$ cat src/rtl/pwm_dac_multi.sv
// ---------------------------------------------------------------------------
// pwm_dac_multi
//   Multi-channel PWM DAC. A shared prescaler produces a tick every PRESCALE
//   enabled clocks; a shared phase counter advances once per tick. When the
//   phase counter wraps to 0 (the period boundary) every channel's duty code
//   is captured at once, so all channels switch duty on the same edge.
//
//   Default build: left-aligned pulses, phase counter WIDTH bits wide,
//   output high while phase < duty.
//   Build option PWM_DAC_CENTER_EN: phase counter WIDTH+1 bits wide,
//   output high while (2^WIDTH - duty) <= phase < (2^WIDTH + duty), i.e. a
//   2*duty-tick pulse centred in the period.
//
// Parameters
//   WIDTH     duty resolution per channel in bits (2..12)
//   CHANNELS  number of PWM outputs (1..8)
//   PRESCALE  system clocks per PWM tick (1..4096)
//
// Ports
//   Clk          system clock, rising edge
//   Reset_n      asynchronous active-low reset
//   Enable       1 = run; 0 freezes prescaler, phase, duty and outputs
//   DACin        duty codes, channel i at [i*WIDTH +: WIDTH]
//   DACout       registered PWM outputs, one bit per channel
//   PeriodStart  registered one-clock pulse after each period boundary
// ---------------------------------------------------------------------------
module pwm_dac_multi #(
    parameter int WIDTH    = 4,
    parameter int CHANNELS = 2,
    parameter int PRESCALE = 512
) (
    input  logic                      Clk,
    input  logic                      Reset_n,
    input  logic                      Enable,
    input  logic [CHANNELS*WIDTH-1:0] DACin,
    output logic [CHANNELS-1:0]       DACout,
    output logic                      PeriodStart
);

`ifdef PWM_DAC_CENTER_EN
    localparam int PHASE_W = WIDTH + 1;
    // Midpoint of the doubled period; pulses are placed symmetrically around it.
    localparam logic [WIDTH:0] CENTER = {1'b1, {WIDTH{1'b0}}};
`else
    localparam int PHASE_W = WIDTH;
`endif

    // A prescaler of 1 still needs a one-bit register that simply stays at 0.
    localparam int              PS_W      = (PRESCALE > 1) ? $clog2(PRESCALE) : 1;
    localparam logic [PS_W-1:0] PS_RELOAD = PS_W'(PRESCALE - 1);

    logic [PS_W-1:0]                r_presc;
    logic [PHASE_W-1:0]             r_phase;
    logic [CHANNELS-1:0][WIDTH-1:0] r_duty;
    logic [CHANNELS-1:0]            r_dacout;
    logic                           r_period_start;

    logic                           w_tick;
    logic                           w_wrap;
    logic [PHASE_W-1:0]             w_phase_next;
    logic [CHANNELS-1:0][WIDTH-1:0] w_duty_next;
    logic [CHANNELS-1:0]            w_pwm_next;

    assign w_tick       = Enable && (r_presc == '0);
    assign w_phase_next = r_phase + 1'b1;
    assign w_wrap       = (w_phase_next == '0);

    // Output level for the phase being entered. On the boundary edge the
    // freshly captured code is used, so the new duty takes effect at phase 0.
    always_comb begin
        // NOTE: every combinational output gets a default before any branch,
        // so no path leaves a signal unassigned and no latch is inferred.
        w_duty_next = r_duty;
        w_pwm_next  = '0;
        for (int c = 0; c < CHANNELS; c++) begin
            if (w_wrap) begin
                w_duty_next[c] = DACin[c*WIDTH +: WIDTH];
            end
`ifdef PWM_DAC_CENTER_EN
            w_pwm_next[c] = (w_phase_next >= (CENTER - {1'b0, w_duty_next[c]})) &&
                            (w_phase_next <  (CENTER + {1'b0, w_duty_next[c]}));
`else
            w_pwm_next[c] = (w_phase_next < w_duty_next[c]);
`endif
        end
    end

    // Prescaler: counts PRESCALE-1 down to 0; reset leaves it at 0 so the
    // first enabled clock after reset is already a tick.
    always_ff @(posedge Clk or negedge Reset_n) begin
        if (!Reset_n) begin
            // NOTE: state registers use non-blocking assignments so every
            // flop samples the pre-edge values of the others.
            r_presc <= '0;
        end else if (Enable) begin
            if (r_presc == '0) begin
                r_presc <= PS_RELOAD;
            end else begin
                r_presc <= r_presc - 1'b1;
            end
        end
    end

    always_ff @(posedge Clk or negedge Reset_n) begin
        if (!Reset_n) begin
            r_phase        <= '0;
            // NOTE: the duty bank is a handful of flops, not a RAM, and must
            // read 0 after reset so outputs stay low until the first boundary.
            r_duty         <= '0;
            r_dacout       <= '0;
            r_period_start <= 1'b0;
        end else begin
            r_period_start <= w_tick && w_wrap;
            if (w_tick) begin
                r_phase  <= w_phase_next;
                r_duty   <= w_duty_next;
                r_dacout <= w_pwm_next;
            end
        end
    end

    assign DACout      = r_dacout;
    assign PeriodStart = r_period_start;

endmodule

$ cat config.mk
export PLATFORM = sky130hd
export DESIGN_NAME = pwm_dac_multi
export DESIGN_NICKNAME = d
export VERILOG_FILES = /design/src/rtl/pwm_dac_multi.sv
export SDC_FILE = /design/constraint.sdc
export NUM_CORES = 1
export LEC_CHECK = 0
export ABC_CLOCK_PERIOD_IN_PS = 2300
export BUFFER_PORTS_ARGS = -buffer_cell sky130_fd_sc_hd__buf_2
export CAP_MARGIN = 15
export CORE_MARGIN = 2
export CORE_UTILIZATION = 51
export CTS_CLUSTER_DIAMETER = 100
export DETAILED_ROUTE_END_ITERATION = 6
export PLACE_DENSITY = 0.72
export REMOVE_ABC_BUFFERS = 1
export SLEW_MARGIN = 20
export SYNTH_ARGS = -nofsm -noshare
export SYNTH_HDL_FRONTEND = slang
export SYNTH_SLANG_ARGS = --single-unit
export TNS_END_PERCENT = 100
$ cat constraint.sdc
create_clock -name Clk -period 2.3 [get_ports Clk]
set_clock_uncertainty 0.15 [all_clocks]
set_input_delay 0.115 -clock Clk [delete_from_list [all_inputs] [get_ports Clk]]
set_output_delay 0.115 -clock Clk [all_outputs]
set_load 0.05 [all_outputs]
==> results by group <==
Status
  – Status: finished, final reports clean

GRT
  – First-pass GRT wire length: 4090 um
  – Vias in the first global route: between 900 and 1000
  – Gr usage total: 19.3%
  – Global Route met3 Usage: 2.46%
  – Final global-route overflow total: 0
  – Initial antenna violation count: 0
  – M1 GR Usage: between 20 and 25%
  – GR peak layer: met2
  – Global routing usage on met2: between 30% and 40%
  – Largest net degree at the start of global routing: 25

Detailed routing
  – DR iter-0 viols: 8
  – Via count: between 900 and 1000
  – DRC Markers: 0
  – Routed vias/inst: ~5.3
  – DRT antenna net count: 0
  – Wire per inst: 13.5 um
  – Drt first pass iters: 4
  – Total Wirelength: approximately 2500 um

Yosys
  – Top-count cell post-synth: dfrtp_1
  – Syn Inst Count: ~120
  – Ys async rst share: 100%
  – Synth Area in Compound Gates: roughly 7.2%
  – XOR/XNOR Fraction of Synth Area: under 10%
  – Adder-cell share of the synthesized area: 7.62%
  – Post-Synth Simple-Gate Area: 17.6%
  – Post-synth EDFFs: 0
  – Top post-synthesis cells by count: 24 x dfrtp_1, 13 x nand2_1, 9 x mux2i_1
  – Syn Std Cell Area: ~0.0013 mm^2
  – Top cells by area, synth: dfrtp_1 46%, ha_1 7.6%, mux2i_1 6.9%
  – Synthesis warning total: 0
  – Synthesized flop and latch total: 24
  – Synth Area per Inst: 11.2 um^2
  – Yosys top cell by area: dfrtp_1
  – Netlist cell types: 32
  – Mux share of post-synthesis cell area: about 14%
  – Share of the synthesized area in the top cell type: a little under half
  – Largest family of logic cells by synthesized area: simple AND/OR/NAND/NOR gates
  – Synth Flop Type: dfrtp_1
  – Sequential fraction of the synthesis area: 45.7%

Setup path
  – Flop-to-flop setup slack: approximately 0.010 ns
  – Reg2reg start: r_phase[1]
  – Max stage delay cell, worst path: dfrtp_1
  – CP arrival: approximately 2.4 ns
  – Critical Path End Type: register
  – Critical Path Source Type: register
  – R2R depth: 8
  – Worst Path Required: about 2.4 ns
  – Reg-to-Reg End: DACout[0]
  – Crit Path Class: reg2reg
  – Worst-path maximum fanout: 5
  – Highest cell delay on the worst timing path: 0.44 ns
  – Crit path cell chain: ha_2, nand2_2, nor3_4, mux2i_1, ha_1, a21o_1, or3_1, o21ai_1

Floorplanning
  – IO Pins: 14
  – Std-Cell Rows: 18
  – Core area: 0.00245 mm^2
  – DIE HEIGHT: between 50 and 60 um
  – Full die area: between 0.002 and 0.003 mm^2
  – Die Width: 54.8 um
  – Initial Util: between 50% and 60%

Pwr
  – Clk pwr share: a little under a quarter
  – Comb power frac: 29.5%
  – Max VDD drop: just over 0.7 mV
  – Net Sw Frac: between 30% and 40%
  – Share of total power in sequential cells: approximately 47%
  – Pleak: 0.000812 uW
  – Power density cells: 777 mW/mm^2
  – Switch Pwr: just over 400 uW
  – Internal: approximately 870 uW

STA
  – Measured slew at the worst slew-check pin: roughly 0.53 ns
  – Setup ws final: 0.0100 ns
  – Final setup fails: 0
  – Final period util: around 100%
  – Fin crit period: 2.29 ns
  – Rel. slew slack: ~65%
  – Max Fclk: between 400 and 500 MHz
  – RSZ-0062 raised after global routing: yes
  – Pins over their slew limit: 0
  – Final Hold Fails: 0

Clocking
  – Clk root buf: clkbuf_4
  – Clock Sinks: 24
  – Maximum root-to-sink buffer count: 2
  – CTS tree: yes
  – Total CTS buffers: 3
  – Htree depth: 1
  – Clock slew at reported path FFs: ~0.14 ns
  – Clk_lat worst skew: 0.32 ns

Placed design
  – Placement Cell Area: between 0.001 and 0.0015 mm^2
  – Worst slack, placed: -0.0527 ns
  – Placer congestion estimate: ~0.87
  – Port Buffer Count: 13
  – HPWL after detailed placement: between 1500 and 2000 um

Run
  – Max-Cap Viols: 0

Cells and area
  – Fin nets: ~170
  – Area grow syn2layout: 25.4%
  – Layout cells sized above 1: 29.9%
  – Finished layout cell area: around 0.0016 mm^2
  – Antenna diode count: 0
  – Number of fill cells: 186

Worst hold path
  – Worst min-delay path category: in2async
[cell usage in the layout, fill, tap and decap left out, drive strengths merged, types with 3 or more instances in the layout]
cell | synthesis | final
nor2 | 3 | 3
clkbuf | 1 | 3
nand3 | 5 | 5
nor4 | 3 | 3
mux2 | 8 | 8
o21ai | 6 | 6
mux2i | 9 | 9
inv | 3 | 3
xor2 | 3 | 3
xnor2 | 6 | 6
ha | 8 | 8
dfrtp | 24 | 24
dlygate4sd3 | 0 | 10
buf | 1 | 25
or3 | 5 | 5
nand2 | 14 | 14
[final cells by class]
type	count	area, um^2	share of cell area [%]
Clock buffer	3	22.5	1.37
Tap cell	30	37.5	2.28
Inverter	3	11.3	0.683
Timing Repair Buffer	35	255	15.5
Sequential cell	24	601	36.4
Clock inverter	1	30.0	1.82
Multi-Input combinational cell	88	691	41.9
[logic make-up (layout without fill, tap and decap cells)]
kind of cell             after synthesis  in the layout
flip-flops                            24             24
adder cells (fa/ha/maj)                8              8
multiplexers                          17             17
buffers and inverters                  5             42
AND/OR/NAND/NOR                       39             39
AO/OA/AOI/OAI                         15             15
XOR/XNOR                               9              9
[worst max path at each step]
stage,startpoint,to,slack (ns),depth (start not counted)
floorplan,r_phase[0],DACout[1],-0.25,8
global placement,r_phase[0],DACout[1],0.005,8
detailed placement,r_phase[0],DACout[1],-0.05,8
CTS,r_phase[1],DACout[0],0.004,8
global route,r_phase[1],DACout[0],-0.12,8
finish,r_phase[1],DACout[0],0.01,8
[routing by layer]
metal  vias to the layer above  part of all wire [%]
li1                        498                     -
met1                       462                    43
met2                        16                    53
met3                         6                   2.7
met4                         0                   2.1
met5                         -                     0
[state kept, by name (all words and copies together), names as in the netlist]
| name | count |
|---|---|
| r_duty | 8 |
| r_presc | 9 |
| DACout | 2 |
| r_phase | 4 |
| PeriodStart | 1 |
[power by group through the flow]
stage	clock, uW	sequential, uW	combinational, uW
final	305	597	377
after global routing	327	609	438
after CTS	315	597	362
after detailed placement	0	609	329
after global placement	0	603	313
after floorplan	0	619	209
[critical path, delay by kind of cell, from the launching register on]
family	cells	cell delay (ns)
AOI/OAI and AO/OA	2	0.28
and+or+nand+nor	3	0.66
adders and majority gates	2	0.47
muxes	1	0.23
DFF	1	0.44
[through the flow]
step	hold slack, ns	cells	power (uW)	TNS [ns]	utilization (%)
after CTS	0.147	182	1270	0	66.5
after global placement	-0.0294	167	916	0	59.8
final	0.132	184	1280	0	67.1
after detailed placement	-0.0203	167	938	-0.0928	59.8
after global routing	0.180	184	1370	-0.181	67.1
after floorplan	-0.331	115	828	-0.488	-
[timing repair]
| item | 4_1_cts | 5_1_grt |
|---|---|---|
| hold buffers | 10 | 0 |
| pin swaps | 2 | 4 |
| cloned | 0 | 0 |
| hold endpoints to repair | 35 | 0 |
| setup buffers | 1 | 2 |
| setup endpoints to repair | 2 | 2 |
| resized for setup | 2 | 2 |
Power figures use the tool's default switching activity.
